## src/rtl/fifo_async_sc_if.sv

```systemverilog
// Handshake bundle between the producer/consumer side and the FIFO.
// The master drives the requests and write data. The slave (the FIFO)
// drives read data and the two status flags.
interface fifo_async_sc_if #(
  parameter int DATA_WIDTH = 2
);
  logic                  i_wr;
  logic [DATA_WIDTH-1:0] i_wdata;
  logic                  i_rd;
  logic [DATA_WIDTH-1:0] o_rdata;
  logic                  o_full;
  logic                  o_empty;

  modport master (
    output i_wr, i_wdata, i_rd,
    input  o_rdata, o_full, o_empty
  );

  modport slave (
    input  i_wr, i_wdata, i_rd,
    output o_rdata, o_full, o_empty
  );
endinterface

```

## src/rtl/fifo_async_sc.sv

```systemverilog
// Single-clock FIFO built on the dual-clock architecture.
// Storage is 2**ADDR_WIDTH words. Binary and Gray pointers carry one extra wrap bit.
// Each pointer crosses to the opposite side through a two-flop synchronizer, even
// though both sides share one clock. The flags are therefore pessimistic in the same
// way, and on the same cycles, as in the true dual-clock part.
module fifo_async_sc #(
  parameter int DATA_WIDTH = 2,
  parameter int ADDR_WIDTH = 4
) (
  input  logic              i_clk,
  input  logic              i_rst,
  fifo_async_sc_if.slave    bus
);

  localparam int PW    = ADDR_WIDTH + 1;
  localparam int DEPTH = 1 << ADDR_WIDTH;

  logic [DATA_WIDTH-1:0] mem [0:DEPTH-1];

  logic [PW-1:0]         wbin, wgray, rbin, rgray;
  logic [PW-1:0]         wbin_next, wgray_next, rbin_next, rgray_next;
  logic [PW-1:0]         wq_p1, wq_p2, rq_p1, rq_p2;
  logic [ADDR_WIDTH-1:0] waddr, raddr;
  logic                  wr_ok, rd_ok;
  logic                  full, empty, full_next, empty_next;
  logic [DATA_WIDTH-1:0] rdata;

  function automatic logic [PW-1:0] bin2gray(input logic [PW-1:0] b);
    return b ^ (b >> 1);
  endfunction

  // A request is only honoured when its own flag allows it.
  assign wr_ok = bus.i_wr & ~full;
  assign rd_ok = bus.i_rd & ~empty;

  assign waddr = wbin[ADDR_WIDTH-1:0];
  assign raddr = rbin[ADDR_WIDTH-1:0];

  assign wbin_next  = wbin + {{(PW-1){1'b0}}, wr_ok};
  assign rbin_next  = rbin + {{(PW-1){1'b0}}, rd_ok};
  assign wgray_next = bin2gray(wbin_next);
  assign rgray_next = bin2gray(rbin_next);

  // Full: the writer is exactly one lap ahead of the synchronized read pointer.
  // In Gray code that means the two MSBs are inverted and the other bits are equal.
  assign full_next  = (wgray_next == {~rq_p2[PW-1:PW-2], rq_p2[PW-3:0]});
  assign empty_next = (rgray_next == wq_p2);

  // Storage array. It has no reset, so stale words simply get overwritten.
  always_ff @(posedge i_clk) begin
    if (wr_ok) mem[waddr] <= bus.i_wdata;
  end

  // Registered read port. It updates only on an accepted read and holds otherwise.
  always_ff @(posedge i_clk or posedge i_rst) begin
    if (i_rst)      rdata <= '0;
    else if (rd_ok) rdata <= mem[raddr];
  end

  // Write-side pointers and the full flag.
  always_ff @(posedge i_clk or posedge i_rst) begin
    if (i_rst) begin
      wbin  <= '0;
      wgray <= '0;
      full  <= 1'b0;
    end else begin
      wbin  <= wbin_next;
      wgray <= wgray_next;
      full  <= full_next;
    end
  end

  // Read-side pointers and the empty flag.
  always_ff @(posedge i_clk or posedge i_rst) begin
    if (i_rst) begin
      rbin  <= '0;
      rgray <= '0;
      empty <= 1'b1;
    end else begin
      rbin  <= rbin_next;
      rgray <= rgray_next;
      empty <= empty_next;
    end
  end

  // Two-stage pointer synchronizers: write Gray toward the reader, read Gray toward the writer.
  always_ff @(posedge i_clk or posedge i_rst) begin
    if (i_rst) begin
      wq_p1 <= '0;
      wq_p2 <= '0;
      rq_p1 <= '0;
      rq_p2 <= '0;
    end else begin
      wq_p1 <= wgray;
      wq_p2 <= wq_p1;
      rq_p1 <= rgray;
      rq_p2 <= rq_p1;
    end
  end

  assign bus.o_rdata = rdata;
  assign bus.o_full  = full;
  assign bus.o_empty = empty;

endmodule

```

## src/flat_wrapper.sv

```systemverilog
// flat-port wrapper written by rule: the top's interface ports become plain ports
module fifo_async_sc_flat 
#(
  parameter int DATA_WIDTH = 2,
  parameter int ADDR_WIDTH = 4
)
  (i_clk, i_rst, bus_i_wr, bus_i_wdata, bus_i_rd, bus_o_rdata, bus_o_full, bus_o_empty);
  fifo_async_sc_if #(.DATA_WIDTH(DATA_WIDTH)) bus_i ();
  input  logic i_clk;
  input  logic i_rst;
  input wire logic [$bits(bus_i.i_wr)-1:0] bus_i_wr;
  input wire logic [$bits(bus_i.i_wdata)-1:0] bus_i_wdata;
  input wire logic [$bits(bus_i.i_rd)-1:0] bus_i_rd;
  output wire logic [$bits(bus_i.o_rdata)-1:0] bus_o_rdata;
  output wire logic [$bits(bus_i.o_full)-1:0] bus_o_full;
  output wire logic [$bits(bus_i.o_empty)-1:0] bus_o_empty;
  assign bus_i.i_wr = bus_i_wr;
  assign bus_i.i_wdata = bus_i_wdata;
  assign bus_i.i_rd = bus_i_rd;
  assign bus_o_rdata = bus_i.o_rdata;
  assign bus_o_full = bus_i.o_full;
  assign bus_o_empty = bus_i.o_empty;
  fifo_async_sc #(.DATA_WIDTH(DATA_WIDTH), .ADDR_WIDTH(ADDR_WIDTH)) u_core (.i_clk(i_clk), .i_rst(i_rst), .bus(bus_i));
endmodule
```

## config.mk

```make
export PLATFORM = sky130hd
export DESIGN_NAME = fifo_async_sc_flat
export DESIGN_NICKNAME = d
export VERILOG_FILES = /design/src/rtl/fifo_async_sc_if.sv /design/src/rtl/fifo_async_sc.sv /design/src/flat_wrapper.sv
export SDC_FILE = /design/constraint.sdc
export NUM_CORES = 1
export LEC_CHECK = 0
export ABC_AREA = 1
export BUFFER_PORTS_ARGS = -buffer_cell sky130_fd_sc_hd__buf_4
export CAP_MARGIN = 5
export CORE_MARGIN = 3
export CORE_UTILIZATION = 50
export DETAILED_ROUTE_END_ITERATION = 8
export PLACE_DENSITY = 0.65
export SYNTH_ARGS = -nofsm -noshare
export SYNTH_HDL_FRONTEND = slang
export SYNTH_SLANG_ARGS = --single-unit
```

## constraint.sdc

```tcl
create_clock -name i_clk -period 2.55 [get_ports i_clk]
set_clock_uncertainty 0.05 [all_clocks]
set_input_delay 0.255 -clock i_clk [delete_from_list [all_inputs] [get_ports i_clk]]
set_output_delay 0.255 -clock i_clk [all_outputs]
set_load 0.005 [all_outputs]
```

# Yosys cells after proc, flatten, opt, wreduce, memory -nomap -nowiden
# Memory sizes are Yosys's and may differ from the RTL's. A register that Yosys moved wholly into a read port is not among the register bits.
# Cells that the tools add are included.
# word_totals
ff_bits	42
out_inout_bits	4
n_memories	1
ramBits	32
in_bits	6
word_cells	24
# mem_list
memory	words	word_bits	read_ports	rd_ports_with_merged_regs	wr	line_no	rtl
u_core.mem	16	2	1	1	1	fifo_async_sc.sv:18	logic [DATA_WIDTH-1:0] mem [0:DEPTH-1];
# op_classes
bitwise	7
add_sub_neg	2
mux	2
eq_ne	2
# op_table
op	n
adder 5 x 1 -> 5 bit	2
equality test 5 bit	2
bitwise XOR 5 x 4 -> 5 bit	2
bitwise AND 1 bit	2
2-to-1 mux 1 bit	2
inverter 1 bit	2
inverter 2 bit	1

# Logic depth before layout (Yosys ltp)
# depth
depth_word	5
mapped_depth	13
depth_no_buf	13

# Worst setup path before layout
# Ideal clock, no wire load.
# synth_path
path_kind	reg-to-reg
start	reg u_core.empty, in the netlist u_core.bus.o_empty
end	reg u_core.empty, in the netlist u_core.bus.o_empty
arrival_time_ns	1.678
setup_time_ns	0.067
required_ns	2.433
n_path_buf	0
period_less_slack_ns	1.795
setup_slack_ns	0.755
stages_incl_launch_ff	13
cell_sequence	dfstp_2 > nor2_1 > ha_1 > ha_1 > inv_1 > nand2_1 > nand2_1 > nand2_1 > nand2_1 > nand3_1 > nor2_1 > nand2_1 > nor2_1
# synth_via
elab_chain_cells	5
# synth_rtl
item	line_no	rtl
start, declared	fifo_async_sc.sv:25	logic full, empty, full_next, empty_next;
start signal, assigned	fifo_async_sc.sv:82	empty <= empty_next;
inverter 1 bit	fifo_async_sc.sv:34	assign rd_ok = bus.i_rd & ~empty;
bitwise AND 1 bit	fifo_async_sc.sv:34	
adder 5 x 1 -> 5 bit	fifo_async_sc.sv:40	assign rbin_next = rbin + {{(PW-1){1'b0}}, rd_ok};
net u_core.rbin_next[1]	fifo_async_sc.sv:21	logic [PW-1:0] wbin_next, wgray_next, rbin_next, rgray_next;
bitwise XOR 5 x 4 -> 5 bit	fifo_async_sc.sv:29	return b ^ (b >> 1);
net u_core.rgray_next[0]	fifo_async_sc.sv:21	
equality test 5 bit	fifo_async_sc.sv:47	assign empty_next = (rgray_next == wq_p2);
net u_core.empty_next	fifo_async_sc.sv:25	
# The timed path passes the listed nets, and every way through them passes these cells.

# Worst setup path after layout
# layout_path
start	reg u_core.full, in the netlist u_core.bus.o_full
end	reg u_core.full, in the netlist u_core.bus.o_full
# layout_via
elab_chain_cells	5
# layout_rtl
item	line_no	rtl
start, declared	fifo_async_sc.sv:25	
start signal, assigned	fifo_async_sc.sv:69	full <= full_next;
inverter 1 bit	fifo_async_sc.sv:33	assign wr_ok = bus.i_wr & ~full;
bitwise AND 1 bit	fifo_async_sc.sv:33	
adder 5 x 1 -> 5 bit	fifo_async_sc.sv:39	assign wbin_next = wbin + {{(PW-1){1'b0}}, wr_ok};
net u_core.wbin_next[1]	fifo_async_sc.sv:21	
bitwise XOR 5 x 4 -> 5 bit	fifo_async_sc.sv:29	
net u_core.wgray_next[0]	fifo_async_sc.sv:21	
equality test 5 bit	fifo_async_sc.sv:46	assign full_next = (wgray_next == {~rq_p2[PW-1:PW-2], rq_p2[PW-3:0]});
net u_core.full_next	fifo_async_sc.sv:25	
# The timed path passes the listed nets, and every way through them passes these cells.

==> out/results.txt <==
CTS tree -> yes
core area -> 0.00574 mm^2
initial antenna violation count -> 0
total grt overflow -> 0
crit path launch type -> flip-flop
Iteration-0 DRC Markers -> 103
status -> complete, no violations
WP buf/inv -> 1
Worst Setup End Kind -> flip-flop
worst vdd ir -> 710 uV
post-CTS setup buffers -> 0
power per cell area -> 1270 mW/mm^2
die height -> 84.5 um
worst skew pair latency -> 330 ps
Pins Over Slew Limit -> 0
Inst Count DP -> 389
Slew @ Worst Pin -> 506 ps
total nets after synthesis -> 322
# port buffers -> 9
vias per cell -> 5.01
Root Buffer Master -> clkbuf_8
setup repair after global routing missed its margin -> false
initial cell density of the core -> 53.7%
most common cell after layout, fill and taps aside -> nand2_1
DP Area -> 0.00322 mm^2
# diodes -> 0
FF+latch count, synth -> 74
DRC -> 0
Resized Gates After CTS -> 0
most frequent cells in the layout -> nand2_1 (109), dfrtp_1 (41), nand3_1 (37)
max-cap violations -> 0
fin crit share -> 81.5%
arrival time at the worst endpoint -> 2280 ps
Post-synth EDFFs -> 32
post-synthesis instance total -> 312
vias in the first global route -> 1,985
Mapped Avg Cell Area -> 9.89 um^2
WHS -> 0.614 ps
Clock H-tree levels -> 3
ys flop type -> dfrtp_1
layout cells sized above 1 -> 12.0%
clock slew at reported path FFs -> 70 ps
Final Hold Vio Count -> 0
Final HPWL DP -> 3.97 mm
min-delay worst type -> primary input to asynchronous set/reset pin
Clock Sinks -> 74
sum of negative setup slack -> 0 ps
Final Instance Area -> 0.00345 mm^2
Final nets -> 338
largest net degree at the start of global routing -> 43
sequential cell area fraction in the yosys report -> 65.3%
CP Cell Sequence -> nor2_1 > ha_1 > ha_1 > inv_1 > nand2_1 > nand2_1 > nand2_1 > nand2_1 > nand3_1 > nor2_1 > nand2_1 > nor2_1
Final min period -> 2080 ps
relative slew slack -> 66.2%
Post-CTS Hold Fix Bufs -> 0
area growth from synthesis to layout -> 11.8%
count of final setup violators -> 0
post-route ant nets -> 0
Die Area -> 0.00715 mm^2
WL/cell -> 13.8 um
synth warn -> 0
CP max stage cell -> dfrtp_1
Die X -> 84.5 um
fin cells -> 404
slowest cell delay on critical path -> 380 ps
Pwr Total -> 4.37 mW
family with the most delay on the worst path -> simple AND/OR/NAND/NOR gates
Worst Path Required -> 2760 ps
vias post-DR -> 2,025
asr flop ratio synth -> 56.8%
Bufs on Longest Clock Path -> 2
Unique masters post-synth -> 18
cts bufs inserted -> 9
Leak -> 1.59 nW
worst-path fanout max -> 5
Crit Path Class -> flip-flop to flip-flop
Final Wtd Congestion -> 0.786
GRT Util Overall -> 17.0%
Mapped Area -> 0.00308 mm^2
first-pass GRT wire length -> 9.54 mm
iteration count of the initial detailed-routing pass -> 4
WL final -> 5.59 mm
fmax -> 481 MHz
most used cell, CP -> nand2_1
FP Rows -> 27
I/O pins -> 10
flip-flops by register name, summed over array words and instances, names as in the netlist:
signal              cells
u_core.mem             32
u_core.rq_p1            5
u_core.wbin             5
u_core.wgray            4
u_core.wq_p1            5
u_core.wq_p2            5
u_core.rgray            4
u_core.rbin             5
u_core.bus.o_empty      1
u_core.bus.o_full       1
u_core.rq_p2            5
u_core.bus.o_rdata      2
cell usage after synthesis, types with 3 or more instances:
library cell / n / area (um^2)
edfxtp_1: 32 / 961
ha_1: 4 / 50.1
nand2_1: 109 / 409
nor2_1: 23 / 86.3
nand3_1: 37 / 185
buf_2: 5 / 25.0
inv_1: 25 / 93.8
nand2_2: 7 / 43.8
inv_2: 3 / 11.3
nand4_1: 5 / 31.3
a21oi_1: 8 / 40.0
nand3b_1: 8 / 60.1
dfrtp_1: 41 / 1030
cell families after synthesis:
| logic type | synth area share, % |
|---|---|
| AO/OA/AOI/OAI | 1.30 |
| adder cells (fa/ha/maj) | 1.62 |
| buffers and inverters | 4.46 |
| flip-flops | 65.3 |
| AND/OR/NAND/NOR | 27.3 |
report_power, final:
group	switching (mW)	internal (mW)	total [mW]	leakage [nW]
registers	0.258	1.63	1.89	0.792
logic	1.00	0.524	1.53	0.681
clock network	0.401	0.551	0.952	0.113
tightest hold or removal path, stage by stage:
cell and delay, ps:
buf_4 110, inv_1 40, buf_4 420
worst paths after layout:
kind | start | to | slack, ps | cells after the start
min in group i_clk | bus_i_wdata[1] | u_core.mem[3][1]$_DFFE_PP_ | 180 | 1
setup reg to reg | u_core.bus.o_full$_DFF_PP0_ | u_core.bus.o_full$_DFF_PP0_ | 470 | 12
setup / recovery | u_core.bus.o_full$_DFF_PP0_ | u_core.bus.o_full$_DFF_PP0_ | 470 | 12
hold / removal | i_rst | u_core.rgray[2]$_DFF_PP0_ | 0.6 | 3
hold reg to reg | u_core.wq_p1[4]$_DFF_PP0_ | u_core.wq_p2[4]$_DFF_PP0_ | 300 | 0
max in group asynchronous | i_rst | u_core.bus.o_empty$_DFF_PP1_ | 2090 | 3
cell type report:
type	instances	area, um^2
clock inverter	2	12.5
timing repair buffer	11	82.6
sequential	74	2010
multi-input combinational	204	933
inverter	28	105
fill	488	2290
clock buffer	13	213
tap	72	90.1
through the flow:
step	setup slack, ps	utilization (%)
finish	472	60.1
global route	276	60.1
CTS	446	60.1
detailed placement	503	56.1
global placement	477	56.1
floorplan	755	-
per-layer routing:
metal / GRT usage, % / vias to the layer above / share of wire, %
met5: 0 / - / 0
met4: 5.04 / 0 / 0.34
met3: 4.42 / 2 / 3.7
met2: 27.0 / 39 / 48
met1: 23.3 / 938 / 48
li1: - / 1046 / -
Power figures use the tool's default switching activity.
